==> config.mk <==
export PLATFORM = sky130hd
export DESIGN_NAME = fpu_move_pipe
export DESIGN_NICKNAME = d
export VERILOG_FILES = /design/src/rtl/fpu_move_pipe.sv
export SDC_FILE = /design/constraint.sdc
export NUM_CORES = 1
export LEC_CHECK = 0
export ABC_AREA = 1
export CORE_ASPECT_RATIO = 1.4
export CORE_MARGIN = 2
export CORE_UTILIZATION = 50
export DETAILED_ROUTE_END_ITERATION = 16
export GPL_ROUTABILITY_DRIVEN = 1
export PLACE_DENSITY = 0.82
export REMOVE_ABC_BUFFERS = 1
export SLEW_MARGIN = 20
export SYNTH_ARGS = -nofsm -noshare
export SYNTH_HDL_FRONTEND = slang
export SYNTH_SLANG_ARGS = --single-unit
==> constraint.sdc <==
create_clock -name clk -period 4.9 [get_ports clk]
set_clock_uncertainty 0.2 [all_clocks]
set_input_delay 1.225 -clock clk [delete_from_list [all_inputs] [get_ports clk]]
set_output_delay 1.225 -clock clk [all_outputs]
set_load 0.05 [all_outputs]
==> src/rtl/fpu_move_pipe.sv <==
// FP<->integer move and sign-injection unit with a 2-entry valid/ready result queue.
// Operand width is Std+1 bits (31 -> IEEE754 single, 15 -> bfloat16).
module fpu_move_pipe #(
    parameter int unsigned Std = 31
) (
    input  logic           clk,
    input  logic           rst_l,
    input  logic           in_valid,
    output logic           in_ready,
    input  logic [2:0]     opcode,
    input  logic [Std:0]   rs1,
    input  logic [Std:0]   rs2,
    output logic           out_valid,
    input  logic           out_ready,
    output logic [Std:0]   result,
    output logic           illegal
);

    localparam int unsigned W     = Std + 1;
    localparam int unsigned DEPTH = 2;

    localparam logic [2:0] OP_FMV_W_X = 3'b001;
    localparam logic [2:0] OP_FMV_X_W = 3'b010;
    localparam logic [2:0] OP_FSGNJ   = 3'b011;
    localparam logic [2:0] OP_FSGNJN  = 3'b100;
    localparam logic [2:0] OP_FSGNJX  = 3'b101;

    logic [W-1:0] q_res [DEPTH];
    logic         q_ill [DEPTH];
    logic         wr_ptr;
    logic         rd_ptr;
    logic [1:0]   count;

    logic [W-1:0] calc_res;
    logic         calc_ill;
    logic         accept;
    logic         pop;

    // Operation decode; bit-exact, no canonicalisation or flags.
    always_comb begin
        calc_res = '0;
        calc_ill = 1'b0;
        unique case (opcode)
            OP_FMV_W_X: calc_res = rs1;
            OP_FMV_X_W: calc_res = rs1;
            OP_FSGNJ:   calc_res = {rs2[Std], rs1[Std-1:0]};
            OP_FSGNJN:  calc_res = {~rs2[Std], rs1[Std-1:0]};
            OP_FSGNJX:  calc_res = {rs1[Std] ^ rs2[Std], rs1[Std-1:0]};
            default: begin
                calc_res = '0;
                calc_ill = 1'b1;
            end
        endcase
    end

    // Handshake status comes only from registered queue state.
    assign in_ready  = (count != 2'd2);
    assign out_valid = (count != 2'd0);
    assign result    = out_valid ? q_res[rd_ptr] : '0;
    assign illegal   = out_valid ? q_ill[rd_ptr] : 1'b0;

    assign accept = in_valid & in_ready;
    assign pop    = out_valid & out_ready;

    // Queue storage, pointers and occupancy.
    always_ff @(posedge clk) begin
        if (!rst_l) begin
            wr_ptr <= 1'b0;
            rd_ptr <= 1'b0;
            count  <= 2'd0;
            for (int i = 0; i < DEPTH; i++) begin
                q_res[i] <= '0;
                q_ill[i] <= 1'b0;
            end
        end else begin
            if (accept) begin
                q_res[wr_ptr] <= calc_res;
                q_ill[wr_ptr] <= calc_ill;
                wr_ptr        <= ~wr_ptr;
            end
            if (pop) begin
                rd_ptr <= ~rd_ptr;
            end
            if (accept && !pop) begin
                count <= count + 2'd1;
            end else if (pop && !accept) begin
                count <= count - 2'd1;
            end
        end
    end

endmodule

# == Yosys cells after proc, flatten, opt, wreduce, memory -nomap -nowiden ==
# Memory sizes are Yosys's and may differ from the RTL's. A register that Yosys moved wholly into a read port is not among the register bits.
# Cells that the tools add are included.
# word_totals
register_bits,4
ram_bits,66
input_bits,71
output_inout_bits,35
elab_cells,49
n_memories,2
# mem_list
name,words,width,read_ports,rd_clocked_by_memory_dff,wr,line_no,source
q_res,2,32,1,1,2,28,logic [W-1:0] q_res [DEPTH];
q_ill,2,1,1,1,2,29,logic q_ill [DEPTH];
# classes
n_addsub,2
eq_ne,6
muxes,20
bitwise,6
reduce_logical,10
# ops
op,n
32-bit case mux with 4 select lines,1
32-bit 2-to-1 mux,2
32-bit OR reduction,1
1-bit 2-to-1 mux,15
"3-bit by 2-bit equality test with 1-bit output, second input constant",2
"3-bit equality test, second input constant",2
5-bit OR reduction,1
2-bit 2-to-1 mux,2
2-bit nonzero test,2
"3-bit by 1-bit equality test with 1-bit output, second input constant",1
1-bit inverter,3
"2-bit by 1-bit adder with 2-bit output, second input constant",1
1-bit AND,2
1-bit logical AND,2
1-bit zero test,2
"2-bit inequality test, second input constant",1
2-bit OR reduction,1
"2-bit by 1-bit subtractor with 2-bit output, second input constant",1
1-bit OR reduction,1
1-bit XOR,1

# == Logic depth before layout (Yosys ltp) ==
# Gate-level depths: netlist (run 1).
# logic_depth
ltp_word,7
ltp_mapped,9
ltp_nobuf,9

# == Least setup slack after synthesis (run 1) ==
# OpenSTA, ideal clock, no wires.
# synth_path
path_kind,input -> register
from,input port in_valid
to,memory q_res[1][0] (netlist name) (enable)
setup_time_ns,0.389
arrival_time_ns,2.517
required_time_ns,4.311
setup_slack_ns,1.794
cell_stages,4
n_path_buf,1
cell_sequence,a21boi_4 nand3_4 buf_6 nand2_1
# synth_lines
item,line_no,source
from (decl),8,"input logic in_valid,"
to (decl),28,

==> results, run 1 <==
- The complex-gate fraction of the synthesized area is 0.0617.
- After detailed routing, the average wire length per cell comes to roughly 15 um.
- The critical path start-end classification is reg -> out.
- The gate count after technology mapping is roughly 340.
- The post-layout total power is about 2100 uW.
- The clock transition at the registers of the reported paths is ~0.070 ns.
- After global routing the overflow that remains totals 0.
- In this run the mean area of a mapped cell was 10.6 um2.
- The Yosys step of the flow raised 0 warnings.
- From bottom edge to top edge, the die measures between 100 and 150 um.
- The share of synthesized area in the top cell type comes to 0.530.
- The remaining antenna violation count is 0.
- OpenSTA, run right after detailed placement, puts the worst setup slack at around 1.3 ns.
- By area, the combinational part of the netlist is dominated by simple AND/OR/NAND/NOR gates.
- In this run the count of I/O pins placed on the die edge is approximately 110.
- Entering global routing, the biggest net connects 35 pins.
- In this run, CTS created clock tree buffers numbering 9.
- The non-filler instance count after layout is just over 500.
- The initial standard-cell utilization of the core is 0.520.
- The aggregate negative setup slack is 0 ns.
- Measured against the total synthesized area, the mux share comes to 0.
- The actual slew at the worst max-slew pin is 0.863 ns.
- The number of antenna diodes in the final layout is 0.
- The number of placed instances with taps included is 496.
- Hold timing on the final database bottoms out at a slack of 0.277 ns.
- For the worst setup path, the data arrival time is ~2.4 ns.
- The proportion of synthesized flip-flops having asynchronous set or reset is 0.
- The area growth from synthesis to layout is 25.8%.
- The worst setup path is captured at an output pin.
- STA puts the critical path data required time at roughly 3.5 ns.
- The clock tree root driver cell is sky130_fd_sc_hd__clkbuf_8.
- The simple-gate share of the synthesized area is 0.283.
- In the routed design, unresolved DRC markers number 0.
- The floorplan has 36 rows.
- In the final layout, the share of cells above drive strength 1 is 0.206.
- The pre-antenna-repair detailed-routing pass consisted of 4 iterations.
- Internal power comes to 1200 uW.
- The worst supply voltage drop on vdd is approximately 460 uV.
- The beginning of the worst register-to-register path is count[0].
- The startpoint of the worst hold path is q_ill[1].
- The most frequent cell after synthesis is sky130_fd_sc_hd__nand2_1.
- The first global-routing pass estimated 11,900 um of wire.
- In the post-route analysis, the smallest setup slack over all paths is 1.12 ns.
- The TritonCTS clock tree is built.
- The worst hold endpoint is q_ill[1].
- In this run the register-to-register setup slack is roughly 2.6 ns.
- The number of storage elements in the synthesis netlist is 71.
- After detailed routing, the total wire length is 7430 um.
- The count of clock tree sinks is just over 70.
- Dividing the detail-routed via count by the number of cells gives about 5.
- The relative contribution of the clock network to total power is 0.183.
- Measured along the x axis, the die boundary spans 76.0 um.
- The number of different library cells in the post-synthesis netlist is 24.
- The cell area power density is around 460 mW/mm2.
- Port buffering added 74 buffers.
- Of the available clock period, the critical path in the final layout requires 0.771.
- The final-report setup violation count is 0.
- The run finished with clean final reports.
- Of the total power, registers draw 0.376.
- The synthesized-area fraction occupied by adder cells is 0.00345.
- Yosys mapped a number of flops with a built-in enable equal to 64.
- The switching power total is approximately 900 uW.
- The final weighted congestion in routability-driven placement is about 0.74.
- The leakage power figure is 0.00171 uW.
- The achievable frequency is approximately 260 MHz.
- Of the total synthesized cell area, the portion taken by XOR and XNOR cells is 0.
- For this block, the initial DRC count from the detailed router was between 200 and 250.
- Setup repair after global routing left no endpoint under its margin.
- Ranked by total cell area, the synthesized netlist is headed by sky130_fd_sc_hd__edfxtp_1 53%, sky130_fd_sc_hd__nor3_2 15%, sky130_fd_sc_hd__nand2_1 8.3%.
- The sequential element share of the synthesized area is 0.568.
- The deepest clock path buffer count is 2.
- The most used flip-flop cell after synthesis is sky130_fd_sc_hd__edfxtp_1.
- For this design, the CTS-stage hold fixing added 0 buffers.
- The number of endpoints with negative hold slack in the final report is 0.
- The number of slew-limit violations in the final report is 0.
- The via count of the first global-routing pass was ~2,500.
- The detailed-placement wirelength estimate is 4780 um.
- The mapped netlist covers approximately 0.0036 mm2.
- The max-cap check violation count is 0.
- The worst hold path was traced through 2 stages.
- Sorting the synthesized cells by how often they occur yields 80 x sky130_fd_sc_hd__nand2_1, 64 x sky130_fd_sc_hd__edfxtp_1, 56 x sky130_fd_sc_hd__nor3_2.
- The number of setup buffers added after CTS is 0.
- Clock latency on the worst-skew pair, taken at its later pin, is roughly 0.34 ns.
- Counting cells, the worst reg-to-reg path comes to 5.
- The synthesized design spends more area on one cell type than any other, namely sky130_fd_sc_hd__edfxtp_1.
- The final critical-path required period is between 3 and 4 ns.
- The number of gates resized after cts is 0.
- Headroom to the max-slew limit came out at 0.423.
- The deepest level of the CTS H-tree is 3.
- The die covers between 0.007 and 0.008 mm2.
- The total via count in the routed design is approximately 2,600.
- The number of antenna violations at the first check in global routing came to 0.
- The worst setup path is launched from a flip-flop.
- The number of nets in the layout is 484.
- In the global route stage, overall resource usage came out at 0.193.
- The share of total power dissipated in combinational logic is 0.441.
- Of the total power, the share spent switching nets is 0.429.
- The total area inside the core boundary comes to 0.00698 mm2.
- The top fanout value on the critical path is 24.
- The kind of path behind the tightest hold check is reg -> reg.
- The endpoint of the most critical register-to-register path is q_res[1][11].
==> power by group through the flow <==
stage	Combinational, uW	Clock [uW]	Sequential [uW]
global placement	923	0	800
detailed placement	934	0	804
floorplan	599	0	810
finish	929	385	791
global route	987	410	799
CTS	937	388	791
==> cell type report <==
class                      count  area [um2]
inverter                      42         158
tap                           95         119
fill                         535        2420
sequential                    71        2060
multi-input combinational    206        1270
clock inverter                 6        27.5
timing repair buffer          82         801
clock buffer                  10         128
==> per-layer routing <==
layer / GRT usage / wire (um) / vias to the layer above / part of all wire
met1: 0.210 / 2760 / 1255 / 0.37
met3: 0.0432 / 366 / 11 / 0.049
met4: 0.103 / 151 / 0 / 0.020
met5: 0 / 0 / - / 0
li1: - / - / 1293 / -
met2: 0.348 / 4150 / 74 / 0.56
==> registers in the layout, indices dropped and copies added (netlist names), named ones only <==
| register | count |
|---|---|
| count | 2 |
| rd_ptr | 1 |
| q_res | 64 |
| q_ill | 2 |
| wr_ptr | 1 |
==> through the flow <==
step / utilization / area (um2)
floorplan: - / 3480
global placement: 0.631 / 4410
detailed placement: 0.631 / 4410
CTS: 0.654 / 4560
global route: 0.654 / 4560
finish: 0.654 / 4560
==> placed cells by master, fill, tap and decap left out <==
cell type | netlist | routed
sky130_fd_sc_hd__nor2_4 | 1 | 2
sky130_fd_sc_hd__nor3_2 | 56 | 56
sky130_fd_sc_hd__clkdlybuf4s50_1 | 0 | 74
sky130_fd_sc_hd__nand3_4 | 2 | 2
sky130_fd_sc_hd__nor2_1 | 7 | 7
sky130_fd_sc_hd__or2_2 | 1 | 1
sky130_fd_sc_hd__dfxtp_1 | 7 | 7
sky130_fd_sc_hd__inv_2 | 2 | 2
sky130_fd_sc_hd__buf_4 | 1 | 8
sky130_fd_sc_hd__nand4_1 | 4 | 4
sky130_fd_sc_hd__nor2_2 | 2 | 1
sky130_fd_sc_hd__a21oi_1 | 38 | 38
sky130_fd_sc_hd__inv_1 | 40 | 40
sky130_fd_sc_hd__o21ai_0 | 2 | 2
sky130_fd_sc_hd__clkbuf_8 | 0 | 9
sky130_fd_sc_hd__clkinv_1 | 0 | 2
sky130_fd_sc_hd__nand2_1 | 80 | 80
sky130_fd_sc_hd__edfxtp_1 | 64 | 64
sky130_fd_sc_hd__o21ai_1 | 1 | 1
sky130_fd_sc_hd__ha_1 | 1 | 1
sky130_fd_sc_hd__nor3_1 | 6 | 6
sky130_fd_sc_hd__clkbuf_1 | 8 | 1
sky130_fd_sc_hd__nand3_1 | 4 | 4
sky130_fd_sc_hd__clkinv_2 | 0 | 4
sky130_fd_sc_hd__a21boi_4 | 1 | 1
==> critical path: stages, from the launching register on <==
cell and delay (ns):
sky130_fd_sc_hd__dfxtp_1 0.31, sky130_fd_sc_hd__inv_1 0.24, sky130_fd_sc_hd__buf_4 0.34, sky130_fd_sc_hd__nand2_1 0.08
sky130_fd_sc_hd__a21oi_1 0.18, sky130_fd_sc_hd__clkdlybuf4s50_1 0.84
==> cells by family (layout without fill, tap and decap cells) <==
kind of cell,after synthesis,after routing
flops,71,71
fa+ha+maj,1,1
buf+inv,65,140
simple gates,163,163
compound gates,42,42
==> worst max-delay path by stage <==
stage,to,slack [ns]
2_1_floorplan,illegal,1.44
3_3_place_gp,q_res[1][29],1.29
3_5_place_dp,q_res[1][19],1.27
4_1_cts,result[14],1.07
5_1_grt,result[14],0.99
6_report,result[14],1.12
(Power assumes the default switching activity.)
==> run 2: changes to the inputs <==
- CORE_UTILIZATION: 50 -> 43
- PLACE_DENSITY: 0.82 -> 0.75
- clock period: 4.9 -> 3.2 ns (I/O delays scaled with it)
==> run 2 against run 1 <==
Net effect:
- count of clock-buffer cells in the layout unchanged
- worst hold slack improved by 0.0031 ns
- worst setup slack lost 0.90 ns
- register-to-register slack got worse by 1.4 ns
- combinational power is 54% higher
- via count decreased by 0.91%
- first-iteration DRC count decreased by 19%
- clock power rose by 140%
- die area rose by 16%
- flip-flop and latch count unchanged
- utilization is 8.2 points lower
- largest cell class unchanged
==> results, run 2 (synthesis results as in run 1) <==
- The run finished with clean final reports.
- The vias per cell came to 4.99 (-3.0%).
- The min-delay analysis places its worst path in the category reg -> reg.
- The worst setup path is launched from a flip-flop.
- The via count of the first global-routing pass was 2,615 (+2.8%).
- The clock transition at the registers of the reported paths is 0.05 ns (-0.02 ns).
- The antenna diode count is 0 (unchanged).
- The number of slew-limit violations in the final report is 0 (unchanged).
- The total iterations of the first detailed-routing run was 4 (unchanged).
- The number of standard-cell rows in the floorplan came to 39 (+8.3%).
- The number of antenna violations at the first check in global routing was 0 (unchanged).
- The fraction of layout cells with a size suffix above 1 is 0.295 (+0.0883).
- The detailed-placement wirelength estimate is 4700 um (-1.8%).
- The share of the cycle needed by the critical path after routing is 0.929.
- The overall track demand over capacity in global routing is 0.180 (-0.0135).
- The area of the core region was 0.00820 mm2 (+17%).
- The final-report setup violation count is 0 (unchanged).
- The width of the die is 81.6 um (+7.4%).
- The worst setup path is of the reg -> out kind.
- The total via count in the routed design is 2,609 (-0.91%).
- The routed length per placed instance was 14.9 um (+2.5%).
- The routed wire length is 7780 um (+4.7%).
- The top fanout value on the critical path came to 17 (-29%).
- In the layout the commonest cells are 78 x sky130_fd_sc_hd__nand2_1, 64 x sky130_fd_sc_hd__edfxtp_1, 56 x sky130_fd_sc_hd__nor3_2.
- The count of clock tree sinks is 71 (unchanged).
- The flip-flop count of the largest register, all copies and words added is 64 (unchanged).
- Setup repair after global routing left no endpoint under its margin.
- The final weighted congestion in routability-driven placement is 0.713 (-3.5%).
- The DRC violation count after routing is 0 (unchanged).
- The global-route wire length before repair is 12,200 um (+2.8%).
- The I/O pin count is 106 (unchanged).
- The actual slew at the worst max-slew pin is 0.877 ns (+0.0138 ns).
- The count of routing violations after the opening detailed-route iteration came to 178 (-19%).
- The deepest level of the CTS H-tree is 3 (unchanged).
- The number of port buffers is 74 (unchanged).
- The post-layout total power is 3580 uW (+70%).
- The beginning of the critical path is count[1].
- The max-cap check violation count is 0 (unchanged).
- The initial standard-cell utilization of the core came to 0.442 (-0.0771).
- The leakage power figure was 0.00185 uW (+8.6%).
- The number of setup buffers added after CTS is 0 (unchanged).
- TritonCTS built the clock tree.
- The total congestion overflow after global routing came to 0 (unchanged).
- The deepest clock path buffer count is 2 (unchanged).
- The worst-skew pair later-pin latency is 0.32 ns (-0.02 ns).
- Derived from the worst setup path, the maximum achievable clock frequency is around 340 MHz.
- The tightest slew margin relative to the limit is 0.415 (-0.00847).
- CTS placed an instance of sky130_fd_sc_hd__clkbuf_16 at the clock tree root.
- The signal arrival time at the worst endpoint came to 1.97 ns (-0.38 ns).
- Leaving out fill and tap cells, the most frequent cell in the layout is sky130_fd_sc_hd__nand2_1.
- The number of nets in the layout was 488 (+0.83%).
- The beginning of the worst register-to-register path is count[0].
- The remaining antenna violation count is 0 (unchanged).
- The largest registers in the layout are q_res x64, count x2, q_ill x2.
- The critical path data required time is 2.20 ns (-1.27 ns).
- The final critical-path required period is roughly 3 ns.
- The largest net degree at the start of global routing came to 65 (+86%).
- The register with the most flip-flops is q_res.
- The number of buffers added by the clock tree synthesis step was 9 (unchanged).
- The overall die height is 113 um (+7.5%).
- The hold buffer count at cts is 0 (unchanged).
- The aggregate negative setup slack came to 0 ns (unchanged).
- The die outline area is 0.00920 mm2 (+16%).
- The number of endpoints with negative hold slack in the final report was 0 (unchanged).
- The kind of end point of the critical path is an output pin.
- The relative area change from synthesis to final layout is 29.2%.
- The number of gates resized after cts came to 0 (unchanged).
- The final-layout fill cell count came to 730 (+36%).
- The worst supply voltage drop on vdd came to 563 uV (+21%).
- The startpoint identified for the worst hold timing path is q_ill[1].
- The cell area power density was 764 mW/mm2 (+66%).
==> run 2: changes by cell type in the layout (fill, tap and decap cells not counted), sizes merged <==
cell / before / now
clkinv: 6 / 5
bufinv: 0 / 1
nor2: 10 / 11
buf: 8 / 44
clkdlybuf4s50: 74 / 41
==> run 2: layout make-up <==
type / instances / area [um2] / share of cell area
Clock buffer: 10 / 229 / 0.0489
Clock inverter: 6 / 51.3 / 0.0109
Inverter: 42 / 158 / 0.0336
Multi-Input combinational cell: 207 / 1280 / 0.273
Sequential cell: 71 / 2060 / 0.440
Tap cell: 102 / 128 / 0.0272
Timing Repair Buffer: 85 / 778 / 0.166
==> run 2: path summary, 6_finish.rpt <==
path,endpoint,slack [ns],cells after the start
worst max register to register,q_res[1][28],1.15,5
worst min register to register,q_ill[1],0.28,2
worst min-delay path,q_ill[1],0.28,2
worst max-delay path,out_valid,0.23,3
==> run 2: per-stage QoR <==
stage | cell area [um2] | hold slack [ns] | util | worst slack (ns) | instances
2_1_floorplan | 3480 | 0.247 | - | 0.170 | 319
3_3_place_gp | 4400 | 0.259 | 0.537 | 0.296 | 506
3_5_place_dp | 4400 | 0.271 | 0.537 | 0.296 | 506
4_1_cts | 4690 | 0.281 | 0.572 | 0.203 | 523
5_1_grt | 4690 | 0.306 | 0.572 | 0.139 | 523
6_report | 4690 | 0.280 | 0.572 | 0.229 | 523
==> run 2: where the power goes <==
group,switching (uW),internal [uW]
Sequential,64.4,1160
Clock,334,591
Combinational,1040,391
==> run 2: worst max-delay path, cell delays in order (launching register included) <==
cell	delay, ns
sky130_fd_sc_hd__dfxtp_1	0.43
sky130_fd_sc_hd__nor2_4	0.44
sky130_fd_sc_hd__inv_2	0.07
sky130_fd_sc_hd__clkdlybuf4s50_1	0.71
==> run 2: routing by layer <==
| metal | global-route usage | vias to the layer above | routed length, um |
|---|---|---|---|
| li1 | - | 1308 | - |
| met4 | 0.0656 | 0 | 90 |
| met3 | 0.0450 | 6 | 362 |
| met5 | 0 | - | 0 |
| met1 | 0.200 | 1223 | 3080 |
| met2 | 0.322 | 72 | 4250 |
